--- src/rtl/issuer_pkg.sv ---
// rtl/issuer_pkg.sv - shared types and constants for the instruction issuer
// Contents: issuer FSM state enum, 25-bit instruction field offsets,
// opcode constants and a field-extraction helper.
package issuer_pkg;

  localparam int INSTR_W = 25;

  typedef logic [INSTR_W-1:0] instr_t;

  typedef enum logic [2:0] {
    IDLE,
    FETCH,
    ISSUE,
    ACK,
    EXEC,
    DONE,
    ERR
  } state_t;

  // Instruction word layout: [24:22] opcode, [21:19] Rx, [18:16] Ry, [15:0] imm
  localparam int OPC_MSB = 24;
  localparam int OPC_LSB = 22;
  localparam int RX_MSB  = 21;
  localparam int RX_LSB  = 19;
  localparam int RY_MSB  = 18;
  localparam int RY_LSB  = 16;
  localparam int IMM_MSB = 15;
  localparam int IMM_LSB = 0;

  localparam logic [2:0] OP_LOAD = 3'b000;
  localparam logic [2:0] OP_MOV  = 3'b001;
  localparam logic [2:0] OP_ADD  = 3'b010;

  function automatic logic [2:0] instr_opcode(input instr_t w);
    return w[OPC_MSB:OPC_LSB];
  endfunction

endpackage

--- src/rtl/instr_issuer_if.sv ---
// rtl/instr_issuer_if.sv - issuer-to-processor instruction handshake bundle
// Signals: func (25-bit instruction), new_func (one-cycle issue strobe),
// cur_state (processor state code). master = issuer, slave = processor.
interface instr_issuer_if;
  import issuer_pkg::*;

  instr_t     func;
  logic       new_func;
  logic [4:0] cur_state;

  modport master (
    output func,
    output new_func,
    input  cur_state
  );

  modport slave (
    input  func,
    input  new_func,
    output cur_state
  );

endinterface

--- src/rtl/issuer_pmem.sv ---
// rtl/issuer_pmem.sv - DEPTH x 25 program buffer, synchronous write, registered read
// Ports: clk; wr_en/wr_addr/wr_data write port (gated by the caller);
// rd_addr read address, rd_data registered read data (one cycle latency).
module issuer_pmem
  import issuer_pkg::*;
#(
  parameter int DEPTH = 32,
  parameter int AW    = 5
) (
  input  logic          clk,
  input  logic          wr_en,
  input  logic [AW-1:0] wr_addr,
  input  instr_t        wr_data,
  input  logic [AW-1:0] rd_addr,
  output instr_t        rd_data
);

  instr_t mem [DEPTH];

  always_ff @(posedge clk) begin
    if (wr_en) begin
      mem[wr_addr] <= wr_data;
    end
    rd_data <= mem[rd_addr];
  end

endmodule

--- src/rtl/instr_issuer.sv ---
// rtl/instr_issuer.sv - issues buffered instructions to the processor one at a time
// Ports: clk, resetn (sync, active-low); wr_en/wr_addr/wr_data program load;
// start/len run request; bus (master: func, new_func out, cur_state in);
// busy, done (pulse), error (sticky timeout), pc (current instruction index).
module instr_issuer
  import issuer_pkg::*;
#(
  parameter int         DEPTH     = 32,
  parameter int         AW        = 5,
  parameter logic [4:0] WAIT_CODE = 5'b00000,
  parameter int         TIMEOUT   = 64
) (
  input  logic                 clk,
  input  logic                 resetn,
  input  logic                 wr_en,
  input  logic [AW-1:0]        wr_addr,
  input  instr_t               wr_data,
  input  logic                 start,
  input  logic [AW:0]          len,
  instr_issuer_if.master       bus,
  output logic                 busy,
  output logic                 done,
  output logic                 error,
  output logic [AW-1:0]        pc
);

  localparam int            CW      = $clog2(TIMEOUT + 1);
  localparam logic [AW:0]   DEPTH_L = (AW+1)'(DEPTH);
  localparam logic [AW:0]   LEN_ONE = (AW+1)'(1);
  localparam logic [AW-1:0] PC_ONE  = AW'(1);
  localparam logic [CW-1:0] TO_ONE  = CW'(1);
  localparam logic [CW-1:0] TO_LAST = CW'(TIMEOUT - 1);
  localparam logic [CW-1:0] TO_MAX  = CW'(TIMEOUT);

  state_t        state;
  state_t        next_state;
  logic [AW:0]   len_q;
  logic [CW-1:0] tmo_cnt;
  instr_t        func_q;
  instr_t        rd_data;
  logic          is_wait;
  logic          is_last;
  logic          tmo_hit;

  // pc always addresses the buffer; the read registered at the end of FETCH
  // is the word presented during ISSUE.
  issuer_pmem #(
    .DEPTH (DEPTH),
    .AW    (AW)
  ) u_pmem (
    .clk     (clk),
    .wr_en   (wr_en && !busy),
    .wr_addr (wr_addr),
    .wr_data (wr_data),
    .rd_addr (pc),
    .rd_data (rd_data)
  );

  assign is_wait = (bus.cur_state == WAIT_CODE);
  // Widened compare so len_q == DEPTH ends at DEPTH-1 rather than wrapping pc.
  assign is_last = ({1'b0, pc} == (len_q - LEN_ONE));
  // tmo_cnt counts cycles already spent in the state; this is the TIMEOUT-th.
  assign tmo_hit = (tmo_cnt >= TO_LAST);

  always_comb begin
    next_state = state;
    unique case (state)
      IDLE: begin
        if (start) begin
          next_state = (len == '0) ? DONE : FETCH;
        end
      end
      FETCH: next_state = ISSUE;
      ISSUE: next_state = ACK;
      ACK: begin
        if (!is_wait) begin
          next_state = EXEC;
        end else if (tmo_hit) begin
          next_state = ERR;
        end
      end
      EXEC: begin
        if (is_wait) begin
          next_state = is_last ? DONE : FETCH;
        end else if (tmo_hit) begin
          next_state = ERR;
        end
      end
      DONE:    next_state = IDLE;
      ERR:     next_state = IDLE;
      default: next_state = IDLE;
    endcase
  end

  always_ff @(posedge clk) begin
    if (!resetn) begin
      state   <= IDLE;
      pc      <= '0;
      len_q   <= '0;
      tmo_cnt <= '0;
      func_q  <= '0;
      error   <= 1'b0;
    end else begin
      state <= next_state;

      if (next_state != state) begin
        tmo_cnt <= '0;
      end else if (tmo_cnt != TO_MAX) begin
        tmo_cnt <= tmo_cnt + TO_ONE;
      end

      if (state == IDLE && start && len != '0) begin
        pc    <= '0;
        len_q <= (len > DEPTH_L) ? DEPTH_L : len;
        error <= 1'b0;
      end

      if (state == EXEC && is_wait && !is_last) begin
        pc <= pc + PC_ONE;
      end

      // Capture the issued word so it stays on func through ACK/EXEC and after.
      if (state == ISSUE) begin
        func_q <= rd_data;
      end

      if (next_state == ERR) begin
        func_q <= '0;
        error  <= 1'b1;
      end
    end
  end

  assign bus.func     = (state == ISSUE) ? rd_data : func_q;
  assign bus.new_func = (state == ISSUE);
  assign busy         = !(state == IDLE || state == DONE);
  assign done         = (state == DONE);

endmodule

--- src/flat_wrapper.sv ---
// flat-port wrapper written by rule: the top's interface ports become plain ports
module instr_issuer_flat import issuer_pkg::*;
#(
  parameter int         DEPTH     = 32,
  parameter int         AW        = 5,
  parameter logic [4:0] WAIT_CODE = 5'b00000,
  parameter int         TIMEOUT   = 64
)
  (clk, resetn, wr_en, wr_addr, wr_data, start, len, busy, done, error, pc, bus_func, bus_new_func, bus_cur_state);
  instr_issuer_if bus_i ();
  input  logic clk;
  input  logic resetn;
  input  logic wr_en;
  input  logic [AW-1:0] wr_addr;
  input  instr_t wr_data;
  input  logic start;
  input  logic [AW:0] len;
  output logic busy;
  output logic done;
  output logic error;
  output logic [AW-1:0] pc;
  output wire logic [$bits(bus_i.func)-1:0] bus_func;
  output wire logic [$bits(bus_i.new_func)-1:0] bus_new_func;
  input wire logic [$bits(bus_i.cur_state)-1:0] bus_cur_state;
  assign bus_func = bus_i.func;
  assign bus_new_func = bus_i.new_func;
  assign bus_i.cur_state = bus_cur_state;
  instr_issuer #(.DEPTH(DEPTH), .AW(AW), .WAIT_CODE(WAIT_CODE), .TIMEOUT(TIMEOUT)) u_core (.clk(clk), .resetn(resetn), .wr_en(wr_en), .wr_addr(wr_addr), .wr_data(wr_data), .start(start), .len(len), .bus(bus_i), .busy(busy), .done(done), .error(error), .pc(pc));
endmodule
--- config.mk ---
export PLATFORM = sky130hd
export DESIGN_NAME = instr_issuer_flat
export DESIGN_NICKNAME = d
export VERILOG_FILES = /design/src/rtl/issuer_pkg.sv /design/src/rtl/instr_issuer_if.sv /design/src/rtl/issuer_pmem.sv /design/src/rtl/instr_issuer.sv /design/src/flat_wrapper.sv
export SDC_FILE = /design/constraint.sdc
export NUM_CORES = 1
export LEC_CHECK = 0
export BUFFER_PORTS_ARGS = -buffer_cell sky130_fd_sc_hd__buf_2
export CAP_MARGIN = 5
export CORE_MARGIN = 2
export CORE_UTILIZATION = 59
export CTS_CLUSTER_SIZE = 10
export DETAILED_ROUTE_END_ITERATION = 10
export PLACE_DENSITY = 0.75
export SLEW_MARGIN = 10
export SYNTH_ARGS = -nofsm -noshare
export SYNTH_HDL_FRONTEND = slang
export SYNTH_SLANG_ARGS = --single-unit
--- constraint.sdc ---
create_clock -name clk -period 3.3 [get_ports clk]
set_input_delay 0.66 -clock clk [delete_from_list [all_inputs] [get_ports clk]]
set_output_delay 0.66 -clock clk [all_outputs]
set_load 0.05 [all_outputs]
==> results of run 1 <==
synth_stat cells, types with 5 or more instances:
master,number,area [sq um]
xnor2_1,5,43.79
xor2_1,7,61.31
clkbuf_1,42,157.7
nor2_2,11,68.82
o21ai_0,5,25.02
mux2_2,25,281.5
nor2b_1,14,87.58
dfxtp_1,72,1441
inv_1,32,120.1
edfxtp_1,800,24020
mux2i_1,26,260.3
buf_1,6,22.52
mux4_2,250,5630
nor3b_1,5,37.54
nor2_1,65,244.0
a21oi_1,9,45.04
nand2_1,24,90.09
nand3_1,10,50.05
buf_2,23,115.1
flip-flops by register name (all words and copies together) (netlist names):
register / flops
u_core.u_pmem.rd_data: 25
u_core.pc: 5
u_core.len_q: 6
u_core.error: 1
u_core.u_pmem.mem: 800
u_core.func_q: 25
u_core.state: 3
u_core.tmo_cnt: 7
path summary, 6_finish.rpt:
kind | from | to | slack, ns | cells past startpoint
max | u_core.state[1] | bus_func[14] | 0.11 | 5
min | len[2] | u_core.len_q[2] | 0.33 | 3
max reg2reg | u_core.state[0] | u_core.u_pmem.mem[19][24] | 0.48 | 7
min reg2reg | u_core.error | u_core.error | 0.49 | 1
final cells by class:
type                            count  area, sq um  area share, %
Tap cell                          756        945.9          2.475
Multi-Input combinational cell    506         7581          19.84
Inverter                           32        120.1         0.3143
Timing Repair Buffer              145         1160          3.035
Clock buffer                      173         2870          7.510
Sequential cell                   872        25480          66.67
Antenna cell                        1        2.502       0.006547
Clock inverter                      5        60.06         0.1571
through the flow:
step	instances	setup slack, ns	total power, mW	cell area [sq um]
6_report	2490	0.1113	22.96	38220
5_1_grt	2489	0.01877	23.57	38220
4_1_cts	2489	0.07896	23.09	38220
3_5_place_dp	2311	0.5829	13.18	35280
3_3_place_gp	2311	0.6218	13.15	35280
2_1_floorplan	1485	0.5020	12.84	33250
worst max-delay path, delay by kind of cell, from the launching register on:
family        cells  cell delay, ns
mux               1            0.48
flops             1            0.47
simple gates      1            0.28
buf+inv           3            0.64
cells by family (layout without fill, tap and decap cells):
family / Yosys count / after routing
and+or+nand+nor: 152 / 152
AOI/OAI and AO/OA: 37 / 37
xor gates and xnor gates: 12 / 12
buffers and inverters: 107 / 355
DFF: 872 / 872
adders and majority gates: 4 / 4
other: 0 / 1
muxes: 301 / 301
report_power, final:
group          internal [mW]  leakage [nW]  switching [mW]
combinational          0.177          2.78           0.580
sequential              12.2          7.80          0.0391
clock                   5.91          1.40            4.08
placed cells by master, fill, tap and decap left out, types with 14 or more instances in the layout:
master and count:
mux2_2 25, buf_12 21, clkbuf_1 67, nor2_1 33
edfxtp_1 800, clkbuf_16 103, dfxtp_1 67, mux2i_1 26
inv_1 32, nand2_1 24, mux4_2 250, nor2_4 32
buf_4 45, nor2b_1 14, buf_2 78
metal layers:
metal | vias to the layer above | GRT usage, %
met2 | 888 | 43.64
met4 | 2 | 9.951
li1 | 6520 | -
met1 | 8501 | 36.57
met3 | 133 | 5.526
met5 | - | 0
==> flow_metrics.py, run 1 <==
metrics = {
    "final_layout": {
        "fin_util_pct": 68.18,
        "drive_gt1_share_pct": 33.81,
        "nets": 1705,
        "fillCellCount": 3314,
        "syn_to_final_growth_pct": 14.93,
    },
    "logic_synthesis": {
        "synth.distinct_cells": 52,
        "synth.cell_area_sq_mm": 0.03325,
        "synth.area.mux_share_pct": 18.56,
        "synth_top_family_by_area": "multiplexers",
        "syn_nets": 1534,
        "ys_async_sr_fraction_pct": 0,
        "ys_seq_area_share_pct": 76.57,
        "syn_inst": 1485,
        "synth_xor_area_share_pct": 0.3161,
        "yosysWarnings": 0,
        "synth_edf_count": 800,
        "synth-main-ff-cell": "edfxtp_1",
        "ys_ff_latch": 872,
        "synth-compound-area-share_pct": 0.8240,
        "syn_avg_cell_area_sq_um": 22.39,
        "yosys.area_share.simple_pct": 2.209,
        "synth-adder-area-share_pct": 0.1505,
    },
    "cts": {
        "cts_num_sinks": 872,
        "ctsHoldBuffers": 0,
        "post_cts_buffers": 0,
        "clkTransAtPathRegs_ns": 0.05,
        "cts_tree": "done",
        "cts_buffers": 99,
        "cts_resized": 1,
        "clockRootBuffer": "clkbuf_16",
        "cts.htree.levels": 3,
        "clk_latency_ns": 0.64,
        "cts.path.max_buffers": 3,
    },
    "global_route": {
        "grt_start_max_net_pins": 76,
        "overflow": 0,
        "antenna_found_initial": 1,
        "grt_pass1_wl_mm": 109.5,
        "grt_pass1_vias": 16410,
        "grtUsageTotal_pct": 26.82,
    },
    "routing": {
        "dr.pass1.iters": 5,
        "avgRoutedWirePerCell_um": 30.38,
        "drtAntennaViolNets": 0,
        "met1_length_mm": 28.61,
        "wl_met3_mm": 6.762,
        "avgViaCountPerCell": 6.443,
        "initialDrtViolationCount": 2055,
        "drc_errors": 0,
        "vias": 16040,
        "wl_mm": 75.65,
        "highest_layer": "met5",
        "met2WireLength_mm": 37.86,
    },
    "placed_design": {
        "dp.final_hpwl_mm": 41.32,
        "port_buffers": 78,
        "globalplace.congestion": 0.7962,
    },
    "timing": {
        "finalSetupTns_ns": 0,
        "fmax_ghz": 0.3136,
        "finalCritPeriodShare_pct": 96.63,
        "finalSetupViolations": 0,
        "hold-worst-slack_ns": 0.3285,
        "slew_viol_final": 0,
        "worst_pin_slew_ns": 1.063,
        "rsz0062_at_grt": "false",
        "fin_crit_ns": 3.189,
        "fin_skew_ns": 0.02601,
        "finalHoldViolCount": 0,
        "maxSlewHeadroom_pct": 29.16,
    },
    "floorplan": {
        "rows": 87,
        "core_area_sq_mm": 0.05606,
        "die-area_sq_mm": 0.05828,
        "io_pins": 79,
        "die_y_um": 241.4,
        "start_util_pct": 59.32,
        "die_w_um": 241.4,
    },
    "worst_hold_path": {
        "hp-class": "input pin to flip-flop",
    },
    "setup_path": {
        "start_kind": "flip-flop",
        "crit_chain": "nor3b_2, buf_6, mux2i_1, inv_1, buf_2",
        "path_class": "flip-flop to output port",
        "cp_slowest_cell": "mux2i_1",
        "arrival_ns": 2.53,
        "cp-end-kind": "output port",
        "cp_max_fo": 17,
        "critPathRequiredTime_ns": 2.64,
        "max_stage_delay_ns": 0.48,
    },
    "power_and_ir_drop": {
        "p_leak_nw": 11.98,
        "peakVddDrop_v": 0.0004666,
        "power_density_mw_per_mm2": 600.6,
    },
    "run_status": {
        "outcome": "complete, no violations",
    },
    "flow_run": {
        "cap_violations": 0,
    },
}
(Power assumes the default switching activity.)
==> inputs of run 2 (changes only) <==
--- a/config.mk
+++ b/config.mk
@@ -9,9 +9,12 @@
 export CAP_MARGIN = 5
 export CORE_MARGIN = 2
 export CORE_UTILIZATION = 59
+export CTS_BUF_LIST = sky130_fd_sc_hd__clkbuf_4
 export CTS_CLUSTER_SIZE = 10
 export DETAILED_ROUTE_END_ITERATION = 10
+export GPL_ROUTABILITY_DRIVEN = 1
 export PLACE_DENSITY = 0.75
+export RECOVER_POWER = 50
 export SLEW_MARGIN = 10
 export SYNTH_ARGS = -nofsm -noshare
 export SYNTH_HDL_FRONTEND = slang
==> flow_metrics.py, run 2 (synthesis results as in run 1) <==
metrics = {
    "power_and_ir_drop": {
        "p_leak_nw": 12.30,
        "finalPower_mw": 21.93,
        "seq_power_share_pct": 55.7,
        "peakVddDrop_v": 0.0003939,
        "swShare_pct": 21.83,
        "clockPowerShare_pct": 40.2,
        "power_density_mw_per_mm2": 568.9,
        "p_comb_share_pct": 4.1,
        "p_int_mw": 17.14,
        "p_sw_mw": 4.787,
    },
    "placed_design": {
        "dp.final_hpwl_mm": 41.32,
        "globalplace.congestion": 0.7962,
        "port_buffers": 78,
    },
    "final_layout": {
        "layout_common_cells": "edfxtp_1, clkbuf_4, mux4_2, dfxtp_1, buf_4",
        "nets": 1835,
        "syn_to_final_growth_pct": 15.92,
        "largest_register_ff_count": 800,
        "reg.largest.list": "u_core.u_pmem.mem x800, u_core.func_q x25, u_core.u_pmem.rd_data x25",
        "max_flop_register": "u_core.u_pmem.mem",
        "drive_gt1_share_pct": 42.12,
        "final_common_cell": "edfxtp_1",
    },
    "timing": {
        "worst_pin_slew_ns": 1.484,
        "fin_crit_ns": 3.275,
        "rsz0062_at_grt": "true",
        "maxSlewHeadroom_pct": 1.090,
        "finalSetupTns_ns": 0,
        "finalHoldViolCount": 0,
        "slew_viol_final": 0,
        "fmax_ghz": 0.3053,
        "fin_skew_ns": 0.07675,
        "finalSetupViolations": 0,
        "finalCritPeriodShare_pct": 99.25,
    },
    "global_route": {
        "overflow": 0,
        "grt_start_max_net_pins": 76,
        "grtUsageTotal_pct": 26.12,
        "grt_pass1_wl_mm": 106.6,
        "grt_pass1_vias": 16860,
        "antenna_found_initial": 2,
    },
    "cts": {
        "clk_latency_ns": 1.04,
        "clockRootBuffer": "clkbuf_4",
        "cts_buffers": 206,
        "clkTransAtPathRegs_ns": 0.07,
        "cts_num_sinks": 872,
        "cts.htree.levels": 4,
        "cts_tree": "done",
        "cts.path.max_buffers": 3,
    },
    "routing": {
        "avgRoutedWirePerCell_um": 27.12,
        "drc_errors": 0,
        "wl_mm": 73.57,
        "avgViaCountPerCell": 6.086,
        "initialDrtViolationCount": 1781,
        "dr.pass1.iters": 5,
        "drtAntennaViolNets": 0,
        "vias": 16510,
    },
    "flow_run": {
        "cap_violations": 0,
    },
    "setup_path": {
        "critPathRequiredTime_ns": 2.64,
        "cp-end-kind": "output port",
        "arrival_ns": 2.62,
        "cp_max_fo": 5,
        "start_kind": "flip-flop",
        "r2r_setup_slack_ns": 0.37,
        "path_class": "flip-flop to output port",
    },
    "worst_hold_path": {
        "hp-class": "input pin to flip-flop",
    },
    "floorplan": {
        "die_w_um": 241.4,
        "io_pins": 79,
        "die-area_sq_mm": 0.05828,
        "rows": 87,
        "die_y_um": 241.4,
        "start_util_pct": 59.32,
        "core_area_sq_mm": 0.05606,
    },
    "run_status": {
        "outcome": "complete, no violations",
    },
}
==> run 2: cell count changes in the layout (fill, tap and decap cells not counted), moves of 21 or more <==
cell | previous run | this run
clkbuf_16 | 103 | 1
clkinv_1 | 1 | 43
buf_2 | 78 | 39
clkbuf_1 | 67 | 25
mux2i_1 | 26 | 5
clkbuf_4 | 0 | 313
==> run 2: repair_timing <==
| item | in CTS | in global routing |
|---|---|---|
| pin swaps | 0 | 1 |
| gates cloned | 1 | 1 |
| gates resized for setup | 34 | 49 |
| endpoints found under the hold margin | 14 | 0 |
| setup endpoints to repair | 24 | 25 |
| hold buffers | 12 | 0 |
| buffers inserted | 3 | 6 |
==> run 2: cell type report <==
cell class / instances / area (sq um)
multi-input combinational: 506 / 7789
tap: 756 / 945.9
clock buffer: 312 / 2342
timing repair buffer: 168 / 1458
inverter: 32 / 120.1
sequential: 872 / 25490
clock inverter: 64 / 397.9
antenna: 3 / 7.507
fill: 3394 / 17510
==> run 2: path summary, 6_finish.rpt <==
| kind | start | end | depth (start not counted) |
|---|---|---|---|
| worst max-delay path | u_core.state[2] | bus_func[14] | 6 |
| worst min-delay path | start | u_core.state[0] | 5 |
| worst max register to register | u_core.state[2] | u_core.u_pmem.mem[7][1] | 7 |
| worst min register to register | u_core.error | u_core.error | 1 |
==> run 2: stage by stage <==
stage	area, sq um	instances	worst slack [ns]	hold WS, ns	util, %
2_1_floorplan	33250	1485	0.5020	0.4715	-
3_3_place_gp	35280	2311	0.6218	0.4768	62.94
3_5_place_dp	35280	2311	0.5829	0.4788	62.94
4_1_cts	38330	2703	-0.04125	0.01795	68.37
5_1_grt	38540	2711	-0.1071	0.1432	68.76
6_report	38550	2713	0.02471	0.2125	68.76
==> run 2: power by group through the flow <==
| stage | Combinational, mW | Sequential [mW] | Clock, mW |
|---|---|---|---|
| 4_1_cts | 0.823 | 12.2 | 9.02 |
| 6_report | 0.896 | 12.2 | 8.82 |
| 2_1_floorplan | 0.422 | 12.4 | 0 |
| 3_3_place_gp | 0.728 | 12.4 | 0 |
| 3_5_place_dp | 0.755 | 12.4 | 0 |
| 5_1_grt | 0.956 | 12.2 | 9.58 |
==> run 2: critical path, stage by stage, from the launching register on <==
cell	delay [ns]
dfxtp_4	0.36
nor3b_4	0.21
buf_6	0.20
buf_12	0.22
mux2i_4	0.34
inv_2	0.07
buf_6	0.15
==> run 2: metal layers <==
| layer | track usage, % | wire length [um] | vias up |
|---|---|---|---|
| li1 | - | - | 6936 |
| met1 | 35.47 | 28590 | 8623 |
| met2 | 42.24 | 37170 | 835 |
| met3 | 6.803 | 6374 | 115 |
| met4 | 8.305 | 1418 | 2 |
| met5 | 0 | 13 | - |
==> inputs of run 3 (changes only) <==
--- a/config.mk
+++ b/config.mk
@@ -8,14 +8,15 @@
 export BUFFER_PORTS_ARGS = -buffer_cell sky130_fd_sc_hd__buf_2
 export CAP_MARGIN = 5
 export CORE_MARGIN = 2
-export CORE_UTILIZATION = 59
+export CORE_UTILIZATION = 58
 export CTS_BUF_LIST = sky130_fd_sc_hd__clkbuf_4
 export CTS_CLUSTER_SIZE = 10
 export DETAILED_ROUTE_END_ITERATION = 10
 export GPL_ROUTABILITY_DRIVEN = 1
-export PLACE_DENSITY = 0.75
+export PLACE_DENSITY = 0.77
 export RECOVER_POWER = 50
 export SLEW_MARGIN = 10
 export SYNTH_ARGS = -nofsm -noshare
 export SYNTH_HDL_FRONTEND = slang
+export SYNTH_HIERARCHICAL = 1
 export SYNTH_SLANG_ARGS = --single-unit
==> constraint.sdc (replaced) <==
create_clock -name clk -period 2.8 [get_ports clk]
set_input_delay 0.56 -clock clk [delete_from_list [all_inputs] [get_ports clk]]
set_output_delay 0.56 -clock clk [all_outputs]
set_load 0.05 [all_outputs]
==> flow_metrics.py, run 3 <==
metrics = {
    "logic_synthesis": {
        "synth-main-ff-cell": "edfxtp_1",
        "ys_seq_area_share_pct": 73.48,
        "ys_ff_latch": 872,
        "syn_nets": 2166,
        "synth.area.mux_share_pct": 12.48,
        "synth_xor_area_share_pct": 0.3285,
        "synth_top_family_by_area": "multiplexers",
        "yosys.area_share.simple_pct": 5.509,
        "yosys.area.top_type": "edfxtp_1",
        "synth.cell_area_sq_mm": 0.03466,
        "yosysWarnings": 6,
        "syn_inst": 2117,
        "ys_async_sr_fraction_pct": 0,
        "synth.distinct_cells": 62,
        "netlist_top_cells_area": "edfxtp_1, mux2i_1, dfxtp_1",
        "synth_edf_count": 800,
        "synth_most_common_cell": "edfxtp_1",
        "syn_avg_cell_area_sq_um": 16.37,
        "synth_common_cells": "edfxtp_1, mux2i_1, nand3_1",
        "synth-adder-area-share_pct": 0.1444,
        "synth-compound-area-share_pct": 5.603,
        "synth_top_area_share_pct": 69.32,
    },
    "floorplan": {
        "io_pins": 79,
        "rows": 89,
        "start_util_pct": 58.72,
        "die_w_um": 248.4,
        "die-area_sq_mm": 0.06172,
        "core_area_sq_mm": 0.05902,
        "die_y_um": 248.4,
    },
    "routing": {
        "dr.pass1.iters": 7,
        "wl_mm": 76.88,
        "drc_errors": 0,
        "initialDrtViolationCount": 2131,
        "avgRoutedWirePerCell_um": 22.77,
        "avgViaCountPerCell": 5.987,
        "drtAntennaViolNets": 0,
        "vias": 20210,
    },
    "final_layout": {
        "largest_register_ff_count": 800,
        "design_area_sq_mm": 0.03999,
        "syn_to_final_growth_pct": 15.40,
        "max_flop_register": "u_core/u_pmem/mem",
        "fillCellCount": 3862,
        "layout_common_cells": "edfxtp_1, mux2i_1, clkbuf_4, nand3_1, nand2_1",
        "final_common_cell": "edfxtp_1",
        "nets": 2468,
        "drive_gt1_share_pct": 21.71,
        "reg.largest.list": "u_core/u_pmem/mem x800, u_core/func_q x25, u_core/u_pmem/rd_data x25",
    },
    "global_route": {
        "antenna_found_initial": 3,
        "grt_pass1_vias": 20620,
        "grt_start_max_net_pins": 83,
        "grtUsageTotal_pct": 24.89,
        "grt_pass1_wl_mm": 117.5,
        "overflow": 0,
    },
    "power_and_ir_drop": {
        "seq_power_share_pct": 54.1,
        "swShare_pct": 22.25,
        "p_leak_nw": 12.77,
        "peakVddDrop_v": 0.0004923,
        "finalPower_mw": 26.71,
        "p_int_mw": 20.77,
        "p_comb_share_pct": 6.2,
        "power_density_mw_per_mm2": 667.8,
        "clockPowerShare_pct": 39.7,
        "p_sw_mw": 5.943,
    },
    "setup_path": {
        "critPathRequiredTime_ns": 2.24,
        "cp_max_fo": 4,
        "path_class": "flip-flop to output port",
        "cp_slowest_cell": "dfxtp_4",
        "max_stage_delay_ns": 0.36,
        "crit_chain": "nor3b_4, buf_6, clkbuf_16, mux2_4, buf_8",
        "cp_num_buf_inv": 3,
        "cp_top_family": "buffers and inverters",
        "start_kind": "flip-flop",
        "arrival_ns": 2.43,
        "r2r_setup_slack_ns": 0.03,
        "cp-end-kind": "output port",
    },
    "timing": {
        "fin_crit_ns": 2.987,
        "final.setup.worst_slack_ns": -0.1870,
        "finalHoldViolCount": 0,
        "fin_skew_ns": 0.07618,
        "worst_pin_slew_ns": 1.706,
        "slew_viol_final": 428,
        "fmax_ghz": 0.3348,
        "maxSlewHeadroom_pct": -13.73,
        "finalSetupViolations": 25,
        "rsz0062_at_grt": "true",
        "finalCritPeriodShare_pct": 106.7,
    },
    "cts": {
        "cts_num_sinks": 872,
        "cts.path.max_buffers": 3,
        "clkTransAtPathRegs_ns": 0.07,
        "clockRootBuffer": "clkbuf_4",
        "cts.htree.levels": 4,
        "cts_buffers": 207,
        "clk_latency_ns": 1.06,
        "cts_tree": "done",
    },
    "worst_hold_path": {
        "hp-class": "input pin to flip-flop",
    },
    "placed_design": {
        "port_buffers": 78,
        "place_area_sq_mm": 0.03635,
        "globalplace.congestion": 0.9172,
        "dp.final_hpwl_mm": 45.03,
        "place_ws_ns": 0.3580,
    },
    "flow_run": {
        "cap_violations": 13,
    },
    "run_status": {
        "outcome": "complete, but fails checks",
        "violations": "max-capacitance violations, max-slew violations, negative setup slack",
    },
}
[run 3: timing repair]
item / in CTS / in global routing
endpoints found under the hold margin: 428 / 0
buffers inserted: 7 / 5
setup endpoints to repair: 27 / 27
pin swaps: 1 / 1
hold buffers: 33 / 0
gates cloned: 3 / 1
gates resized for setup: 102 / 15
[run 3: final timing paths]
path                                      start  cells past startpoint                  endpoint
worst min register to register  u_core/len_q[5]                      2           u_core/len_q[5]
worst max-delay path            u_core/state[1]                      5               bus_func[3]
worst max register to register  u_core/state[0]                      9   u_core/u_pmem/mem[8][5]
worst min-delay path                 wr_addr[1]                      3  u_core/u_pmem/mem[27][3]
[run 3: per-stage QoR]
step	setup TNS, ns	utilization [%]	instances	hold slack [ns]
2_1_floorplan	-78.33	-	2117	0.5050
3_3_place_gp	0	61.60	2937	0.5433
3_5_place_dp	0	61.60	2937	0.5526
4_1_cts	-8.183	67.76	3368	0.0003539
5_1_grt	-17.17	67.76	3376	0.1642
6_report	-3.130	67.76	3376	0.2207
[run 3: layout make-up]
class | count | area, sq um | share of cell area (%)
clock buffer | 317 | 2380 | 5.950
multi-input combinational | 1116 | 8566 | 21.42
timing repair buffer | 216 | 2126 | 5.315
inverter | 6 | 22.52 | 0.05631
sequential | 872 | 25470 | 63.70
antenna | 5 | 12.51 | 0.03129
clock inverter | 71 | 445.4 | 1.114
tap | 773 | 967.2 | 2.418
[run 3: power by group through the flow]
stage	clock (mW)	sequential, mW	combinational (mW)
CTS	10.9	14.4	1.60
detailed placement	0	14.7	1.28
global placement	0	14.7	1.24
finish	10.6	14.5	1.64
global route	11.5	14.5	1.74
floorplan	0	14.7	0.812
[run 3: logic make-up after synthesis]
kind of cell / Yosys count
flops: 872
mux: 429
simple gates: 383
compound gates: 287
buf+inv: 129
xor+xnor: 13
fa+ha+maj: 4
[run 3: per-layer routing]
layer | global-route usage (%) | vias up | wire, um
met1 | 33.45 | 10070 | 31370
li1 | - | 9043 | -
met5 | 0 | - | 0
met2 | 40.00 | 983 | 37260
met4 | 8.109 | 0 | 1317
met3 | 6.406 | 118 | 6937
[run 3: tightest hold or removal path: cells and delay by family]
kind / cells / cell delay, ns
AND/OR/NAND/NOR: 2 / 0.38
buffers and inverters: 1 / 0.12
